$ cat config.mk
export PLATFORM = sky130hd
export DESIGN_NAME = river_mem_req_queue
export DESIGN_NICKNAME = d
export VERILOG_FILES = /design/src/rtl/river_mem_req_queue.sv
export SDC_FILE = /design/constraint.sdc
export NUM_CORES = 1
export LEC_CHECK = 0
export CAP_MARGIN = 25
export CORE_AREA = 3 3 269 271
export CTS_CLUSTER_DIAMETER = 200
export DETAILED_ROUTE_END_ITERATION = 6
export DIE_AREA = 0 0 272 274
export PLACE_DENSITY_LB_ADDON = 0.1
export SYNTH_ARGS = -nofsm -noshare
export SYNTH_HDL_FRONTEND = slang
export SYNTH_SLANG_ARGS = --single-unit
$ cat constraint.sdc
create_clock -name i_clk -period 15.9 [get_ports i_clk]
set_input_delay 3.18 -clock i_clk [delete_from_list [all_inputs] [get_ports i_clk]]
set_output_delay 3.18 -clock i_clk [all_outputs]
set_load 0.02 [all_outputs]
$ cat src/rtl/river_mem_req_queue.sv
// River memory request queue.
//
// Sits between the River CPU memory port and the system-bus bridge. Cache-line
// requests are buffered in a DEPTH-entry FIFO and issued to the bridge in
// accept order. No more than MAX_OUTSTANDING requests may be issued but not
// yet answered. Bridge responses go straight through to the CPU.
//
// Ports
//   i_clk, i_rst              clock (rising edge), async active-high reset
//   i_req_valid/o_req_ready   CPU request handshake
//   i_req_path/type/addr/size/wdata/wstrb   request fields
//   o_bus_valid/i_bus_ready   bridge request handshake
//   o_bus_path/type/addr/size/wdata/wstrb   head-of-queue request fields
//   i_bus_resp_valid/err      bridge response, one per issued request
//   o_resp_valid/err          response to CPU, zero latency
//   o_outstanding             issued-but-unanswered request count
//   o_idle                    queue empty and nothing in flight
//   o_proto_err               sticky: response arrived with nothing in flight
module river_mem_req_queue #(
    parameter int unsigned DEPTH           = 2,
    parameter int unsigned MAX_OUTSTANDING = 4,
    parameter int unsigned ADDR_BITS       = 48,
    parameter int unsigned LINE_BITS       = 256
) (
    input  logic                   i_clk,
    input  logic                   i_rst,
    input  logic                   i_req_valid,
    output logic                   o_req_ready,
    input  logic                   i_req_path,
    input  logic [2:0]             i_req_type,
    input  logic [ADDR_BITS-1:0]   i_req_addr,
    input  logic [2:0]             i_req_size,
    input  logic [LINE_BITS-1:0]   i_req_wdata,
    input  logic [LINE_BITS/8-1:0] i_req_wstrb,
    output logic                   o_bus_valid,
    input  logic                   i_bus_ready,
    output logic                   o_bus_path,
    output logic [2:0]             o_bus_type,
    output logic [ADDR_BITS-1:0]   o_bus_addr,
    output logic [2:0]             o_bus_size,
    output logic [LINE_BITS-1:0]   o_bus_wdata,
    output logic [LINE_BITS/8-1:0] o_bus_wstrb,
    input  logic                   i_bus_resp_valid,
    input  logic                   i_bus_resp_err,
    output logic                   o_resp_valid,
    output logic                   o_resp_err,
    output logic [3:0]             o_outstanding,
    output logic                   o_idle,
    output logic                   o_proto_err
);

    localparam int unsigned PTR_W   = (DEPTH > 1) ? $clog2(DEPTH) : 1;
    localparam int unsigned CNT_W   = $clog2(DEPTH + 1);
    localparam int unsigned STRB_W  = LINE_BITS / 8;
    localparam int unsigned ENTRY_W = 1 + 3 + ADDR_BITS + 3 + LINE_BITS + STRB_W;

    logic [PTR_W-1:0]   wr_ptr_q, wr_ptr_d;
    logic [PTR_W-1:0]   rd_ptr_q, rd_ptr_d;
    logic [CNT_W-1:0]   count_q, count_d;
    logic [3:0]         outstanding_q, outstanding_d;
    logic               proto_err_q, proto_err_d;

    logic [ENTRY_W-1:0] storage [DEPTH];
    logic [ENTRY_W-1:0] entry_in;
    logic [ENTRY_W-1:0] entry_out;

    logic push;
    logic pop;

    assign o_req_ready = (count_q != CNT_W'(DEPTH));
    assign o_bus_valid = (count_q != '0) && (outstanding_q < 4'(MAX_OUTSTANDING));

    assign push = i_req_valid && o_req_ready;
    assign pop  = o_bus_valid && i_bus_ready;

    assign entry_in  = {i_req_path, i_req_type, i_req_addr, i_req_size, i_req_wdata, i_req_wstrb};
    assign entry_out = storage[rd_ptr_q];
    assign {o_bus_path, o_bus_type, o_bus_addr, o_bus_size, o_bus_wdata, o_bus_wstrb} = entry_out;

    assign o_resp_valid  = i_bus_resp_valid;
    assign o_resp_err    = i_bus_resp_err;
    assign o_outstanding = outstanding_q;
    assign o_idle        = (count_q == '0) && (outstanding_q == '0);
    assign o_proto_err   = proto_err_q;

    always_comb begin
        wr_ptr_d      = wr_ptr_q;
        rd_ptr_d      = rd_ptr_q;
        count_d       = count_q;
        outstanding_d = outstanding_q;
        proto_err_d   = proto_err_q;

        // DEPTH is a power of two, so pointer overflow is the modulo wrap.
        if (push) begin
            wr_ptr_d = wr_ptr_q + PTR_W'(1);
        end
        if (pop) begin
            rd_ptr_d = rd_ptr_q + PTR_W'(1);
        end
        if (push && !pop) begin
            count_d = count_q + CNT_W'(1);
        end else if (!push && pop) begin
            count_d = count_q - CNT_W'(1);
        end

        // Issue and response in the same cycle cancel, even at zero in flight.
        if (pop && !i_bus_resp_valid) begin
            outstanding_d = outstanding_q + 4'd1;
        end else if (!pop && i_bus_resp_valid) begin
            if (outstanding_q == '0) begin
                proto_err_d = 1'b1;
            end else begin
                outstanding_d = outstanding_q - 4'd1;
            end
        end
    end

    always_ff @(posedge i_clk or posedge i_rst) begin
        if (i_rst) begin
            wr_ptr_q      <= '0;
            rd_ptr_q      <= '0;
            count_q       <= '0;
            outstanding_q <= '0;
            proto_err_q   <= 1'b0;
        end else begin
            wr_ptr_q      <= wr_ptr_d;
            rd_ptr_q      <= rd_ptr_d;
            count_q       <= count_d;
            outstanding_q <= outstanding_d;
            proto_err_q   <= proto_err_d;
        end
    end

    // Payload storage carries no reset; only the control state above does.
    always_ff @(posedge i_clk) begin
        if (push) begin
            storage[wr_ptr_q] <= entry_in;
        end
    end

endmodule

Word level (Yosys, flattened, before mapping)
Memory sizes are Yosys's and may differ from the RTL's.
Cells that the tools add are included.
{ "totals": {"elab_cells": 41, "ramBits": 686, "output_inout_bits": 353, "mem_count": 1, "input_bits": 349, "ff_bits": 9} }
{ "memory_table": {"columns": ["name", "words", "word_bits", "read_ports", "rd_clocked_by_memory_dff", "wr", "line_no", "text"], "rows": [
  ["storage", 2, 343, 1, 0, 1, "63", "logic [ENTRY_W-1:0] storage [DEPTH];"]
]} }
{ "classes": {"n_mux": 7, "reduce_logical": 18, "addsub": 6, "order_cmp": 1, "eq_ne": 2, "bitwise": 1} }
{ "op_table": {"columns": ["op", "count"], "rows": [
  ["4-bit two-way mux", 3],
  ["1-bit logical AND", 8],
  ["2-bit nonzero test", 3],
  ["4-bit by 1-bit adder with 4-bit output, second input constant", 1],
  ["4-bit logical NOT", 1],
  ["4-bit by 3-bit < comparator with 1-bit output, second input constant", 1],
  ["2-bit two-way mux", 2],
  ["2-bit != test, second input constant", 2],
  ["4-bit by 1-bit subtractor with 4-bit output, second input constant", 1],
  ["1-bit logical NOT", 3],
  ["3-bit AND reduction", 1],
  ["1-bit adder, second input constant", 2],
  ["2-bit by 1-bit adder with 2-bit output, second input constant", 1],
  ["2-bit logical NOT", 1],
  ["1-bit two-way mux", 2],
  ["2-bit AND reduction", 1],
  ["2-bit by 1-bit subtractor with 2-bit output, second input constant", 1],
  ["1-bit inverter", 1]
]} }

Logic depth before layout (Yosys ltp)
{ "depth": {"depth_word": 7, "ltp_mapped": 11, "depth_no_buf": 11} }

Least setup slack after synthesis
Ideal clock, no wire load.
{ "synth_timing": {"kind": "input port to flip-flop", "from": "input i_req_valid", "to": "memory storage[0][0] (netlist name), enable pin", "required_ns": 14.845, "slack_ns": -2.626, "path_buffers": 0, "cell_stages": 2, "arrival_time_ns": 17.471, "setup_time_ns": 1.055, "cell_sequence": "nand2_1 > nor2_1"} }
{ "synth_between": {"elab_chain_len": 3} }
{ "synth_lines": {"columns": ["item", "line_no", "text"], "rows": [
  ["start, declared", "27", "input logic i_req_valid,"],
  ["1-bit logical AND", "73", "assign push = i_req_valid && o_req_ready;"],
  ["1-bit two-way mux", "136", "if (push) begin"],
  ["1-bit two-way mux (not written as such)", "137", "storage[wr_ptr_q] <= entry_in;"],
  ["end, declared", "63", null]
]} }
Every way passes these cells.

Final worst setup path
{ "layout_timing": {"from": "register rd_ptr_q", "to": "output o_bus_wdata[234]"} }
{ "layout_between": {"elab_chain_len": 1} }
{ "layout_lines": {"columns": ["item", "line_no", "text"], "rows": [
  ["start, declared", "58", "logic [PTR_W-1:0] rd_ptr_q, rd_ptr_d;"],
  ["start signal, assigned", "127", "rd_ptr_q <= rd_ptr_d;"],
  ["memory 2 x 343 bit", null, null],
  ["end, declared", "41", "output logic [LINE_BITS-1:0] o_bus_wdata,"]
]} }
Every way passes these cells.

==> qor.txt <==
==============================================================================
# nets final                                                             2,224
Count of boundary I/O pins                                                 702
Synthesized netlist net count                                            1,473
Initial Utilization                                                      36.0%
Critical Path Fanout Max                                                    69
Final number of hold-violating endpoints                                     0
Final estimated routing congestion in global placement                   0.811
Crit. Startpoint                                                      rd_ptr_q
Core footprint                                                      0.0700 mm²
Non-filler instance count after layout                                   2,875
Clock Skews                                                          0.0138 ns
Global-route usage over all layers                                       17.7%
Post-Place Cell Area                                                0.0334 mm²
Area fraction of the dominant cell type after synthesis                  81.7%
Largest stage delay on the critical path                               0.82 ns
Yosys cell types                                                            23
Detailed-router iteration count before antenna repair                        5
Pin count of the biggest net entering global routing                       171
Setup-failing EPs final                                                      0
Setup TNS                                                                 0 ns
Flops & latches, synth                                                     695
HPWL after DPL                                                       48,300 µm
Ratio of total power to cell area                                   191 mW/mm²
Post-synthesis mux area share                                            15.4%
Crit path kind                                                    flop to primary output
Synth area leader                                                 sky130_fd_sc_hd__edfxtp_1
Arrival time of the worst setup path                                   4.31 ns
Post-Synthesis Cell Area                                            0.0252 mm²
Worst Hold Margin                                                     0.455 ns
IO Port Bufs                                                               699
Placed cell count                                                        2,731
Start of the worst register-to-register path                        count_q[0]
Dominant combinational cell family by area after synthesis        multiplexers
Element type at the critical path start                                   flop
Setup repair after global routing missed its margin                         no
Post-layout minimum cycle time                                         7.49 ns
Biggest area contributors in the synthesized netlist              sky130_fd_sc_hd__edfxtp_1 (82%), sky130_fd_sc_hd__mux2_2 (15%), sky130_fd_sc_hd__dfrtp_1 (0.89%), sky130_fd_sc_hd__buf_4 (0.57%), sky130_fd_sc_hd__buf_2 (0.42%)
Setup bufs post-CTS                                                          0
Total clock buffers created by CTS                                          75
Fill cell total of the finished layout                                   5,688
Die span in x                                                           272 µm
Height of the die                                                       274 µm
Total power consumption of the routed design                         0.00684 W
CP required                                                           12.72 ns
Total length of routed wires                                         68,800 µm
Cell-by-cell listing of the critical path                         buf_16 > buf_4 > buf_4 > mux2_2 > clkdlybuf4s50_1
Avg Synthesized Cell Area                                             22.6 µm²
Most frequent cell on the critical path                           sky130_fd_sc_hd__buf_4
CTS Buffer Depth                                                             3
Count of max-cap constraint violations                                       0
Leakage component of the power                                         12.0 nW
CTS H-tree lvls                                                              3
Antenna-violating nets left                                                  0
Routed WL per cell                                                     23.9 µm
1st-iter DRT viols                                                         885
Post-Synth XOR/XNOR Area                                                0.243%
Clk Latency, worst-skew pair                                           0.59 ns
Fraction of layout cells with a size suffix above 1                      24.1%
Clock tree from TritonCTS                                                 done
Area Growth Syn to Fin                                                   41.9%
Max-slew violation count                                                     0
Share of the synthesized area in compound gates (AO/OA/AOI/OAI)         0.183%
Die Outline Area                                                    0.0745 mm²
Clk pin slew, worst setup/hold paths                                   0.05 ns
Routed vias/inst                                                          4.61
Leading cell types in the layout, fill and taps excluded          sky130_fd_sc_hd__clkdlybuf4s50_1 (699), sky130_fd_sc_hd__edfxtp_1 (686), sky130_fd_sc_hd__mux2_2 (344)
Post-layout instance area                                           0.0358 mm²
CTS root buf                                                      sky130_fd_sc_hd__clkbuf_16
Cts-stage hold buffer count                                                  0
IR Drop Worst-Case VDD                                                0.138 mV
Residual overflow from global routing                                        0
Kind of capture point of the worst setup path                     primary output
Adder-cell area share of the yosys netlist                              0.327%
Highest Clock Rate                                                     133 MHz
Sequential standard cell area                                       0.0208 mm²
Initial antenna violation count                                             24
Share of synthesized area occupied by flip-flops and latches             82.5%
R2r setup slk                                                         12.53 ns
Cell with the biggest individual delay on the critical path       sky130_fd_sc_hd__buf_4
Total number of vias                                                    13,300
Run status                                                           completed
Commonest non-fill, non-tap cell in the layout                    sky130_fd_sc_hd__clkdlybuf4s50_1
Sinks on Clock Net                                                         695
Period Utilization, post-route                                           47.1%
Global-route wire length before repair                               95,700 µm
Count of cells resized by post-cts repair                                    0
Slew at the pin with the worst max-slew slack                          1.19 ns
Synthesized-area fraction occupied by and/or/nand/nor cells             0.293%
Max transition margin                                                    21.0%
Via count of the first global-routing pass                              14,000
Combined area of the multi-input logic cells                       0.00415 mm²
DR DRC count                                                                 0
Core Rows                                                                   97
Startpoint of the lowest-slack hold path                           o_proto_err
Hold Crit Class                                                   flop to flop
Yosys warns                                                                  0
Post-synthesis cell count                                                1,118
==============================================================================
worst paths after layout:
kind                               endpoint  cells after the start
setup / recovery           o_bus_wdata[234]                      5
hold / removal                  o_proto_err                      1
setup reg to reg            storage[1][329]                      5
hold reg to reg                 o_proto_err                      1
max in group asynchronous          rd_ptr_q                      2
min in group asynchronous          wr_ptr_q                      2
power breakdown:
group | switching [W] | internal, W | total (W)
combinational | 0.00136 | 0.00119 | 0.00255
sequential | 0.000113 | 0.00251 | 0.00262
clock | 0.000678 | 0.00100 | 0.00168
layout make-up:
cell class	instances	area share (%)
well taps	940	3.28
clock inverters	35	1.06
repair buffers	714	20.2
clock buffers	95	5.57
diodes	13	0.0909
inverters	5	0.0524
multi-input cells	378	11.6
flip-flops and latches	695	58.2
worst max-delay path: cells and delay by family, from the launching register on:
kind | cells | cell delay (ns)
buf+inv | 4 | 2.42
flops | 1 | 0.75
mux | 1 | 0.41
stage by stage:
step                utilization (%)  worst slack, ns
floorplan                         -             3.19
global placement               47.5             8.41
detailed placement             47.7             8.42
CTS                            51.0             8.10
global route                   51.1             8.17
finish                         51.1             8.41
Yosys cell counts:
master                     instances
sky130_fd_sc_hd__edfxtp_1        686
sky130_fd_sc_hd__xor2_1            2
sky130_fd_sc_hd__buf_2            21
sky130_fd_sc_hd__and3_1            1
sky130_fd_sc_hd__a21oi_1           1
sky130_fd_sc_hd__and2_2            1
sky130_fd_sc_hd__xnor2_1           5
sky130_fd_sc_hd__fa_1              1
sky130_fd_sc_hd__dfrtp_1           9
sky130_fd_sc_hd__inv_1             5
sky130_fd_sc_hd__nand2b_1          1
sky130_fd_sc_hd__buf_4            19
sky130_fd_sc_hd__nand2_1           4
sky130_fd_sc_hd__nor2_1            3
sky130_fd_sc_hd__a31oi_1           1
sky130_fd_sc_hd__ha_1              5
sky130_fd_sc_hd__nor3_1            2
sky130_fd_sc_hd__a211oi_1          1
sky130_fd_sc_hd__mux2_2          344
sky130_fd_sc_hd__o21ai_0           2
sky130_fd_sc_hd__nor4_2            1
sky130_fd_sc_hd__nand3_1           1
sky130_fd_sc_hd__a21o_2            2
state kept, by name, indices dropped and copies added, names as in the netlist:
signal and count:
wr_ptr_q 1, count_q 2, storage 686, rd_ptr_q 1
o_outstanding 4, o_proto_err 1
layer usage:
metal / track usage (%) / wire, µm / up-vias / part of all wire [%]
li1: - / - / 5988 / -
met1: 19.1 / 24500 / 6643 / 36
met2: 31.0 / 35400 / 503 / 51
met3: 7.99 / 7140 / 105 / 10
met4: 5.85 / 1590 / 24 / 2.3
met5: 0 / 147 / - / 0.21
logic make-up (layout without fill, tap and decap cells):
logic type	Yosys count	count (layout)
flip-flops	695	695
multiplexers	344	344
buffers and inverters	45	849
AND/OR/NAND/NOR	14	14
AO/OA/AOI/OAI	7	7
XOR/XNOR	7	7
adder cells (fa/ha/maj)	6	6
other	0	13
No activity file was read; power rests on OpenSTA's default activity.
